===== src/rtl/bram_sdp_arbiter_if.sv =====
// ---------------------------------------------------------------------------
// bram_sdp_arbiter_if
//
// Purpose:
//   Bundles the two-requester client bus of bram_sdp_arbiter. Each vector
//   carries both requesters side by side: bit i / slice i belongs to
//   requester i.
//
// Signals:
//   wvalid    [1:0]           write request, one bit per requester
//   wready    [1:0]           write grant; transfer on wvalid[i] & wready[i]
//   waddr     [2*AWIDTH-1:0]  write address, requester i at [i*AWIDTH +: AWIDTH]
//   wdata     [2*DWIDTH-1:0]  write data, requester i at [i*DWIDTH +: DWIDTH]
//   rvalid    [1:0]           read request, one bit per requester
//   rready    [1:0]           read grant
//   raddr     [2*AWIDTH-1:0]  read address, requester i at [i*AWIDTH +: AWIDTH]
//   rsp_valid [1:0]           one-cycle read-response strobe per requester
//   rsp_data  [DWIDTH-1:0]    shared read data, qualified by rsp_valid
//
// Modports:
//   master : client side (drives requests, receives grants and responses)
//   slave  : arbiter side
// ---------------------------------------------------------------------------
interface bram_sdp_arbiter_if #(
    parameter int AWIDTH = 10,
    parameter int DWIDTH = 36
);

    logic [1:0]          wvalid;
    logic [1:0]          wready;
    logic [2*AWIDTH-1:0] waddr;
    logic [2*DWIDTH-1:0] wdata;

    logic [1:0]          rvalid;
    logic [1:0]          rready;
    logic [2*AWIDTH-1:0] raddr;

    logic [1:0]          rsp_valid;
    logic [DWIDTH-1:0]   rsp_data;

    modport master (
        output wvalid, waddr, wdata,
        output rvalid, raddr,
        input  wready, rready,
        input  rsp_valid, rsp_data
    );

    modport slave (
        input  wvalid, waddr, wdata,
        input  rvalid, raddr,
        output wready, rready,
        output rsp_valid, rsp_data
    );

endinterface


===== src/rtl/bram_sdp_arbiter.sv =====
// ---------------------------------------------------------------------------
// bram_sdp_arbiter
//
// Purpose:
//   Shares one simple-dual-port block RAM (1-cycle registered read) between
//   two requesters. The write and read channels each have their own
//   round-robin arbiter, so the RAM can take one write and one read every
//   cycle. With INIT_CLEAR=1 the whole array is swept to zero after reset
//   before any requester is served.
//
// Ports:
//   clk          in   sole clock, rising edge, shared with the RAM
//   rst_n        in   synchronous active-low reset
//   bus          slave modport of bram_sdp_arbiter_if (client requests,
//                grants and read responses)
//   init_done_o  out  high once the zero sweep has finished
//                     (constant high when INIT_CLEAR=0)
//   ram_wce_o    out  RAM write enable
//   ram_wa_o     out  RAM write address
//   ram_wd_o     out  RAM write data
//   ram_rce_o    out  RAM read enable
//   ram_ra_o     out  RAM read address
//   ram_rq_i     in   RAM read data (valid the cycle after ram_rce_o)
// ---------------------------------------------------------------------------
module bram_sdp_arbiter #(
    parameter int AWIDTH     = 10,
    parameter int DWIDTH     = 36,
    parameter bit INIT_CLEAR = 1'b1
) (
    input  logic               clk,
    input  logic               rst_n,
    bram_sdp_arbiter_if.slave  bus,
    output logic               init_done_o,
    output logic               ram_wce_o,
    output logic [AWIDTH-1:0]  ram_wa_o,
    output logic [DWIDTH-1:0]  ram_wd_o,
    output logic               ram_rce_o,
    output logic [AWIDTH-1:0]  ram_ra_o,
    input  logic [DWIDTH-1:0]  ram_rq_i
);

    typedef enum logic {
        ST_INIT = 1'b0,
        ST_RUN  = 1'b1
    } state_t;

    localparam logic [AWIDTH-1:0] LAST_ADDR = '1;
    localparam state_t            RESET_STATE = INIT_CLEAR ? ST_INIT : ST_RUN;

    state_t              state_q;
    logic [AWIDTH-1:0]   sweepCnt_q;
    logic [AWIDTH-1:0]   sweepCnt_d;
    logic                initDone_q;
    logic                wPtr_q;
    logic                wPtr_d;
    logic                rPtr_q;
    logic                rPtr_d;
    logic [1:0]          rspValid_q;
    logic [1:0]          rspValid_d;

    logic                running;
    logic                sweeping;
    logic [1:0]          wGrant;
    logic [1:0]          rGrant;

    logic [AWIDTH-1:0]   wAddr0;
    logic [AWIDTH-1:0]   wAddr1;
    logic [DWIDTH-1:0]   wData0;
    logic [DWIDTH-1:0]   wData1;
    logic [AWIDTH-1:0]   rAddr0;
    logic [AWIDTH-1:0]   rAddr1;

    // Round-robin pick between two requesters. The pointer holds the index
    // of the requester granted last on this channel; on contention the other
    // one wins. A lone requester is granted every cycle.
    function automatic logic [1:0] pickGrant(input logic [1:0] valid,
                                             input logic       lastGrant);
        logic [1:0] grant;
        if (valid == 2'b11) begin
            grant = lastGrant ? 2'b01 : 2'b10;
        end else begin
            grant = valid;
        end
        return grant;
    endfunction

    // Split the packed requester buses into per-requester fields.
    assign wAddr0 = bus.waddr[0*AWIDTH +: AWIDTH];
    assign wAddr1 = bus.waddr[1*AWIDTH +: AWIDTH];
    assign wData0 = bus.wdata[0*DWIDTH +: DWIDTH];
    assign wData1 = bus.wdata[1*DWIDTH +: DWIDTH];
    assign rAddr0 = bus.raddr[0*AWIDTH +: AWIDTH];
    assign rAddr1 = bus.raddr[1*AWIDTH +: AWIDTH];

    // Grants and RAM enables are forced off while rst_n is low, so nothing
    // reaches the RAM during reset even though state_q still holds its
    // pre-reset value for that cycle.
    assign running  = rst_n && (state_q == ST_RUN);
    assign sweeping = rst_n && (state_q == ST_INIT);

    // Both arbiters look only at valids and their own pointer, so there is
    // no path from ram_rq_i to any ready.
    always_comb begin
        wGrant = 2'b00;
        rGrant = 2'b00;
        if (running) begin
            wGrant = pickGrant(bus.wvalid, wPtr_q);
            rGrant = pickGrant(bus.rvalid, rPtr_q);
        end
    end

    assign bus.wready = wGrant;
    assign bus.rready = rGrant;

    // Write-port mux: the sweep owns the port during INIT, otherwise the
    // granted requester's address and data are steered through.
    always_comb begin
        ram_wce_o = 1'b0;
        ram_wa_o  = wAddr0;
        ram_wd_o  = wData0;
        if (sweeping) begin
            ram_wce_o = 1'b1;
            ram_wa_o  = sweepCnt_q;
            ram_wd_o  = '0;
        end else begin
            ram_wce_o = |wGrant;
            if (wGrant[1]) begin
                ram_wa_o = wAddr1;
                ram_wd_o = wData1;
            end
        end
    end

    // Read-port mux: the read port is idle during the sweep because no
    // read grant is issued there.
    always_comb begin
        ram_rce_o = |rGrant;
        ram_ra_o  = rGrant[1] ? rAddr1 : rAddr0;
    end

    // Next-state values for the pointers, the response strobe and the sweep
    // counter. Pointers move only when their channel actually grants.
    always_comb begin
        wPtr_d     = (|wGrant) ? wGrant[1] : wPtr_q;
        rPtr_d     = (|rGrant) ? rGrant[1] : rPtr_q;
        rspValid_d = rGrant;
        sweepCnt_d = sweepCnt_q;
        if (state_q == ST_INIT) begin
            sweepCnt_d = sweepCnt_q + 1'b1;
        end
    end

    // Main FSM: INIT walks the sweep counter over every address and hands
    // over to RUN right after the last address has been written. The
    // response strobe is the read grant delayed by one cycle, lining up
    // with the RAM's registered read data.
    always_ff @(posedge clk) begin
        if (!rst_n) begin
            state_q    <= RESET_STATE;
            sweepCnt_q <= '0;
            initDone_q <= !INIT_CLEAR;
            wPtr_q     <= 1'b1;
            rPtr_q     <= 1'b1;
            rspValid_q <= 2'b00;
        end else begin
            wPtr_q     <= wPtr_d;
            rPtr_q     <= rPtr_d;
            rspValid_q <= rspValid_d;
            sweepCnt_q <= sweepCnt_d;
            case (state_q)
                ST_INIT: begin
                    if (sweepCnt_q == LAST_ADDR) begin
                        state_q    <= ST_RUN;
                        initDone_q <= 1'b1;
                    end
                end
                ST_RUN: begin
                    state_q <= ST_RUN;
                end
                default: begin
                    state_q <= RESET_STATE;
                end
            endcase
        end
    end

    // Read data comes straight from the RAM; rsp_valid says who owns it.
    assign bus.rsp_valid = rspValid_q;
    assign bus.rsp_data  = ram_rq_i;
    assign init_done_o   = initDone_q;

endmodule


===== src/flat_wrapper.sv =====
// flat-port wrapper written by rule: the top's interface ports become plain ports
module bram_sdp_arbiter_flat 
#(
    parameter int AWIDTH     = 10,
    parameter int DWIDTH     = 36,
    parameter bit INIT_CLEAR = 1'b1
)
  (clk, rst_n, init_done_o, ram_wce_o, ram_wa_o, ram_wd_o, ram_rce_o, ram_ra_o, ram_rq_i, bus_wvalid, bus_waddr, bus_wdata, bus_rvalid, bus_raddr, bus_wready, bus_rready, bus_rsp_valid, bus_rsp_data);
  bram_sdp_arbiter_if #(.AWIDTH(AWIDTH), .DWIDTH(DWIDTH)) bus_i ();
  input  logic clk;
  input  logic rst_n;
  output logic init_done_o;
  output logic ram_wce_o;
  output logic [AWIDTH-1:0] ram_wa_o;
  output logic [DWIDTH-1:0] ram_wd_o;
  output logic ram_rce_o;
  output logic [AWIDTH-1:0] ram_ra_o;
  input  logic [DWIDTH-1:0] ram_rq_i;
  input wire logic [$bits(bus_i.wvalid)-1:0] bus_wvalid;
  input wire logic [$bits(bus_i.waddr)-1:0] bus_waddr;
  input wire logic [$bits(bus_i.wdata)-1:0] bus_wdata;
  input wire logic [$bits(bus_i.rvalid)-1:0] bus_rvalid;
  input wire logic [$bits(bus_i.raddr)-1:0] bus_raddr;
  output wire logic [$bits(bus_i.wready)-1:0] bus_wready;
  output wire logic [$bits(bus_i.rready)-1:0] bus_rready;
  output wire logic [$bits(bus_i.rsp_valid)-1:0] bus_rsp_valid;
  output wire logic [$bits(bus_i.rsp_data)-1:0] bus_rsp_data;
  assign bus_i.wvalid = bus_wvalid;
  assign bus_i.waddr = bus_waddr;
  assign bus_i.wdata = bus_wdata;
  assign bus_i.rvalid = bus_rvalid;
  assign bus_i.raddr = bus_raddr;
  assign bus_wready = bus_i.wready;
  assign bus_rready = bus_i.rready;
  assign bus_rsp_valid = bus_i.rsp_valid;
  assign bus_rsp_data = bus_i.rsp_data;
  bram_sdp_arbiter #(.AWIDTH(AWIDTH), .DWIDTH(DWIDTH), .INIT_CLEAR(INIT_CLEAR)) u_core (.clk(clk), .rst_n(rst_n), .bus(bus_i), .init_done_o(init_done_o), .ram_wce_o(ram_wce_o), .ram_wa_o(ram_wa_o), .ram_wd_o(ram_wd_o), .ram_rce_o(ram_rce_o), .ram_ra_o(ram_ra_o), .ram_rq_i(ram_rq_i));
endmodule

===== config.mk =====
export PLATFORM = sky130hd
export DESIGN_NAME = bram_sdp_arbiter_flat
export DESIGN_NICKNAME = d
export VERILOG_FILES = /design/src/rtl/bram_sdp_arbiter_if.sv /design/src/rtl/bram_sdp_arbiter.sv /design/src/flat_wrapper.sv
export SDC_FILE = /design/constraint.sdc
export NUM_CORES = 1
export LEC_CHECK = 0
export ABC_AREA = 1
export CAP_MARGIN = 20
export CORE_AREA = 2 2 99 101
export CTS_BUF_LIST = sky130_fd_sc_hd__clkbuf_2
export CTS_CLUSTER_DIAMETER = 120
export DETAILED_ROUTE_END_ITERATION = 8
export DIE_AREA = 0 0 101 103
export DONT_BUFFER_PORTS = 1
export GPL_TIMING_DRIVEN = 0
export PLACE_DENSITY_LB_ADDON = 0.3
export SYNTH_ARGS = -nofsm -noshare
export SYNTH_HDL_FRONTEND = slang
export SYNTH_SLANG_ARGS = --single-unit

===== constraint.sdc =====
create_clock -name clk -period 2.9 [get_ports clk]
set_clock_uncertainty 0.15 [all_clocks]
set_input_delay 0.435 -clock clk [delete_from_list [all_inputs] [get_ports clk]]
set_output_delay 0.435 -clock clk [all_outputs]
set_load 0.02 [all_outputs]

# Yosys cells after proc, flatten, opt, wreduce, memory -nomap -nowiden
# Cells that the tools add are included.
# W data, S select, Z words.
dict set report word_totals {
  ff_bits 16
  latchBits 0
  mem_bits_rw 0
  mem_bits_ro 0
  input_bits 154
  out_inout_bits 101
  mem_count 0
}
dict set report classes {
  addsub 1
  mul 0
  div_mod_pow 0
  magnitude_cmp 0
  eq_ne 3
  shift 0
  n_mux 14
  bitwise 1
  reduce_logical 5
}
# operator n
set ops {}
lappend ops {{$mux W36} 2}
lappend ops {{$mux W10} 3}
lappend ops {{$mux W2} 6}
lappend ops {{$add A10 B1 Y10 const B} 1}
lappend ops {{$eq A10 B10 Y1 const B} 1}
lappend ops {{$eq A2 B2 Y1 const B} 2}
lappend ops {{$reduce_or A2 Y1} 2}
lappend ops {{$logic_and A1 B1 Y1} 2}
lappend ops {{$mux W1} 2}
lappend ops {{$pmux W1 S2} 1}
lappend ops {{$reduce_and A2 Y1} 1}
lappend ops {{$not A1 Y1} 1}

# Depth between registers and ports, before layout
dict set report depth {
  word_depth 5
  depth_mapped 9
}

# Worst setup path after synthesis
# Ideal clock, no wire load.
dict set report synth_path {
  kind {input port to output port}
  start {input rst_n}
  end {output ram_wd_o[5]}
  arrival_time_ps 1345
  path_slack_ps 970
  cell_stages 7
  path_buffers 2
  path_cell_list {buf_6 > inv_4 > nor2_4 > inv_2 > clkbuf_1 > o21ai_0 > nor2_1}
}
dict set report synth_between {
  elab_chain_len 4
}
# element line_no
set synth_rtl {}
lappend synth_rtl {{from (decl)} flat_wrapper.sv:11} ;# input logic rst_n;
lappend synth_rtl {{$logic_and A1 B1 Y1} bram_sdp_arbiter.sv:98} ;# assign running = rst_n && (state_q == ST_RUN);
lappend synth_rtl {{$mux W2} bram_sdp_arbiter.sv:106} ;# if (running) begin
lappend synth_rtl {{$mux W36} bram_sdp_arbiter.sv:127} ;# if (wGrant[1]) begin
lappend synth_rtl {{$mux W36 (*)} bram_sdp_arbiter.sv:121} ;# if (sweeping) begin
lappend synth_rtl {{to (decl)} flat_wrapper.sv:15} ;# output logic [DWIDTH-1:0] ram_wd_o;
# Every way passes the cells marked *; elsewhere a longest branch is shown, timed or not.

# Worst setup path after layout
dict set report layout_path {
  start {register u_core.state_q}
  end {output ram_wd_o[26]}
}
dict set report layout_between {
  elab_chain_len 4
}
# element line_no
set layout_rtl {}
lappend layout_rtl {{from (decl)} bram_sdp_arbiter.sv:50} ;# state_t state_q;
lappend layout_rtl {{from (signal assigned)} bram_sdp_arbiter.sv:159} ;# state_q <= RESET_STATE;
lappend layout_rtl {{from (signal assigned)} bram_sdp_arbiter.sv:173} ;# state_q <= ST_RUN;
lappend layout_rtl {{from (signal assigned)} bram_sdp_arbiter.sv:178} ;# state_q <= ST_RUN;
lappend layout_rtl {{$logic_and A1 B1 Y1} bram_sdp_arbiter.sv:98}
lappend layout_rtl {{$mux W2} bram_sdp_arbiter.sv:106}
lappend layout_rtl {{net bus_wready[1]} flat_wrapper.sv:24} ;# output wire logic [$bits(bus_i.wready)-1:0] bus_wready;
lappend layout_rtl {{$mux W36} bram_sdp_arbiter.sv:127}
lappend layout_rtl {{$mux W36} bram_sdp_arbiter.sv:121}
# The timed path passes the listed nets, and every way through them passes these cells.

==> flow_metrics.tcl <==
set metrics [dict create \
    status "completed" \
    grt_setup_unrepaired "false" \
    worstHoldStart "rst_n" \
    wl_microns 7350 \
    cts-root-buf "clkbuf_2" \
    diodes 0 \
    r2r_start "u_core.state_q" \
    crit_type "flip-flop to output pin" \
    slowest_delay_ns 0.40 \
    maxCapViolations 0 \
    globalplace.congestion 0.857 \
    power_uw 583 \
    drc_errors 0 \
    setup_viol 0 \
    cts_setup_buffers 0 \
    report.final.slew_viol_count 0 \
    ys_ff_latch 16 \
    cp_cell_sequence "buf_4 > nand2_4 > nor2_4 > nand2_2 > clkinv_2 > buf_4 > nor2_1 > nor2_1" \
    num_vias 2260 \
    p_sw_uw 253 \
    viasPerCell 4.70 \
    relSlewSlack_pct 57.2 \
    yosysWarningCount 0 \
    synth_area_leaders "nor2_1 17%, dfxtp_1 16%, nand2_1 15%" \
    cpMaxStageDelayCell "nor2_1" \
    p_per_area_mw_per_mm2 268 \
    finalCritPeriodShare_pct 88.2 \
    wl_per_cell_microns 15.3 \
    utilization_pct 23.0 \
    die_x_microns 101 \
    crit_family "simple AND/OR/NAND/NOR gates" \
    cts_tree "done" \
    p_sw_share_pct 43.4 \
    cts_resized 0 \
    synth_top_area_share_pct 17.3 \
    leakage_nw 1.08 \
    cts_hold_repair.buffers 0 \
    internal_power_uw 330 \
    startpoint "u_core.state_q" \
    fin_crit_ns 2.56 \
    grt_pass1_wl_microns 9780 \
    cp.arrival_ns 1.97 \
    ios 255 \
    synth_top_area_cell "nor2_1" \
    antenna_left 0 \
    final_common_cell "nor2_1" \
    tightest_slew_ns 0.639 \
    startpoint_type "flip-flop" \
    synth_cells 363 \
    crit_path_max_fanout 10 \
    fin_area_sq_mm 0.00218 \
    drtIter0Drc 87 \
    avgSynthCellArea_sq_um 5.56 \
    dr.pass1.iters 4 \
    seq_area_frac_synth_pct 15.9 \
    clock_power_share_pct 18.7 \
    worst_hold_slack_ns 0.122 \
    p_seq_share_pct 39.3 \
    clk_latency_ns 0.31 \
    grt.overflow.total 0 \
    setup_slack_ns 0.343 \
    rows 36 \
    htree_levels 1 \
    dpl.cell_count 477 \
    fin_nets 523 \
    comb_power_share_pct 42.1 \
    layout_common_cells "93 x nor2_1, 83 x nand2_1, 41 x buf_4, 24 x inv_1, 23 x o21ai_1" \
    fin_tns_setup_ns 0 \
    path_buf_inv 3 \
    grt_max_degree 11 \
    clock_sinks 16 \
    synth.distinct_cells 25 \
    max_freq_mhz 391 \
    initial_core_util_pct 21.3 \
    dpl_cell_area_sq_mm 0.00216 \
    synth.net_count 518 \
    area_growth_pct 8.00 \
    hp-class "primary input to flip-flop" \
    die_y_microns 103 \
    first_global_vias 1865 \
    core-area_sq_mm 0.00946 \
    place_ws_ns 0.656 \
    instances_no_fill 481 \
    ir_drop_mv 0.150 \
    grt_antenna_before_repair 0 \
    drive_gt1_share_pct 17.2 \
    cts_max_path_buffers 2 \
    crit_path_end_kind "output pin" \
    cts_buffers 3 \
    dieArea_sq_mm 0.0104 \
    critical_path_required_ns 2.32 \
    clk_pin_slew_worst_paths_ns 0.17 \
    hpwl_microns 6300 \
    port_buffers 0 \
    finalHoldViolCount 0 \
    num-fill-cells 1095 \
    grtUsageTotal_pct 12.3 \
    synth_area_sq_mm 0.00202 \
]
final cells by class:
class / count / area, sq um / share of cell area, %
well taps: 114 / 143 / 6.55
clock buffers: 3 / 15.0 / 0.689
multi-input cells: 264 / 1170 / 53.6
inverters: 27 / 105 / 4.82
clock inverters: 1 / 3.75 / 0.172
plain buffers: 56 / 423 / 19.4
flip-flops and latches: 16 / 320 / 14.7
cells by family after synthesis:
family	count (synthesis)	synth area share, %
flip-flops	16	15.9
XOR/XNOR	1	0.434
AND/OR/NAND/NOR	217	45.5
AO/OA/AOI/OAI	45	11.4
buffers and inverters	83	26.2
adder cells (fa/ha/maj)	1	0.620
registers in the layout, indices dropped and copies added, names as in the netlist:
| name | count |
|---|---|
| u_core.bus.rsp_valid | 2 |
| u_core.wPtr_q | 1 |
| u_core.sweepCnt_q | 10 |
| u_core.state_q | 1 |
| u_core.rPtr_q | 1 |
| u_core.init_done_o | 1 |
power by group through the flow:
stage | Sequential, mW | Combinational (mW) | Clock (mW)
2_1_floorplan | 0.232 | 0.217 | 0
3_3_place_gp | 0.233 | 0.248 | 0
3_5_place_dp | 0.234 | 0.248 | 0
4_1_cts | 0.229 | 0.248 | 0.112
5_1_grt | 0.230 | 0.265 | 0.126
6_report | 0.229 | 0.245 | 0.109
routing by layer:
layer	GRT usage, %	vias to the layer above	wire length [microns]
li1	-	1103	-
met1	14.7	1016	2920
met2	22.8	137	3700
met3	2.37	4	689
met4	2.49	0	47
met5	0	-	0
cell usage after synthesis, drive strengths merged:
cell,count
and3,1
a22o,1
nor2,95
nand4,1
a21oi,3
nand2,85
nand3,19
ha,1
o21ai,41
nor3,4
inv,26
clkbuf,3
dfxtp,16
buf,53
xor2,1
clkinv,1
nand3b,12
final timing paths:
kind,to,slack (ns),cells after the start
max,ram_wd_o[26],0.34,8
min,u_core.bus.rsp_valid[0],0.12,2
max reg2reg,u_core.rPtr_q,1.42,6
min reg2reg,u_core.rPtr_q,0.35,2
Power figures use the tool's default switching activity.
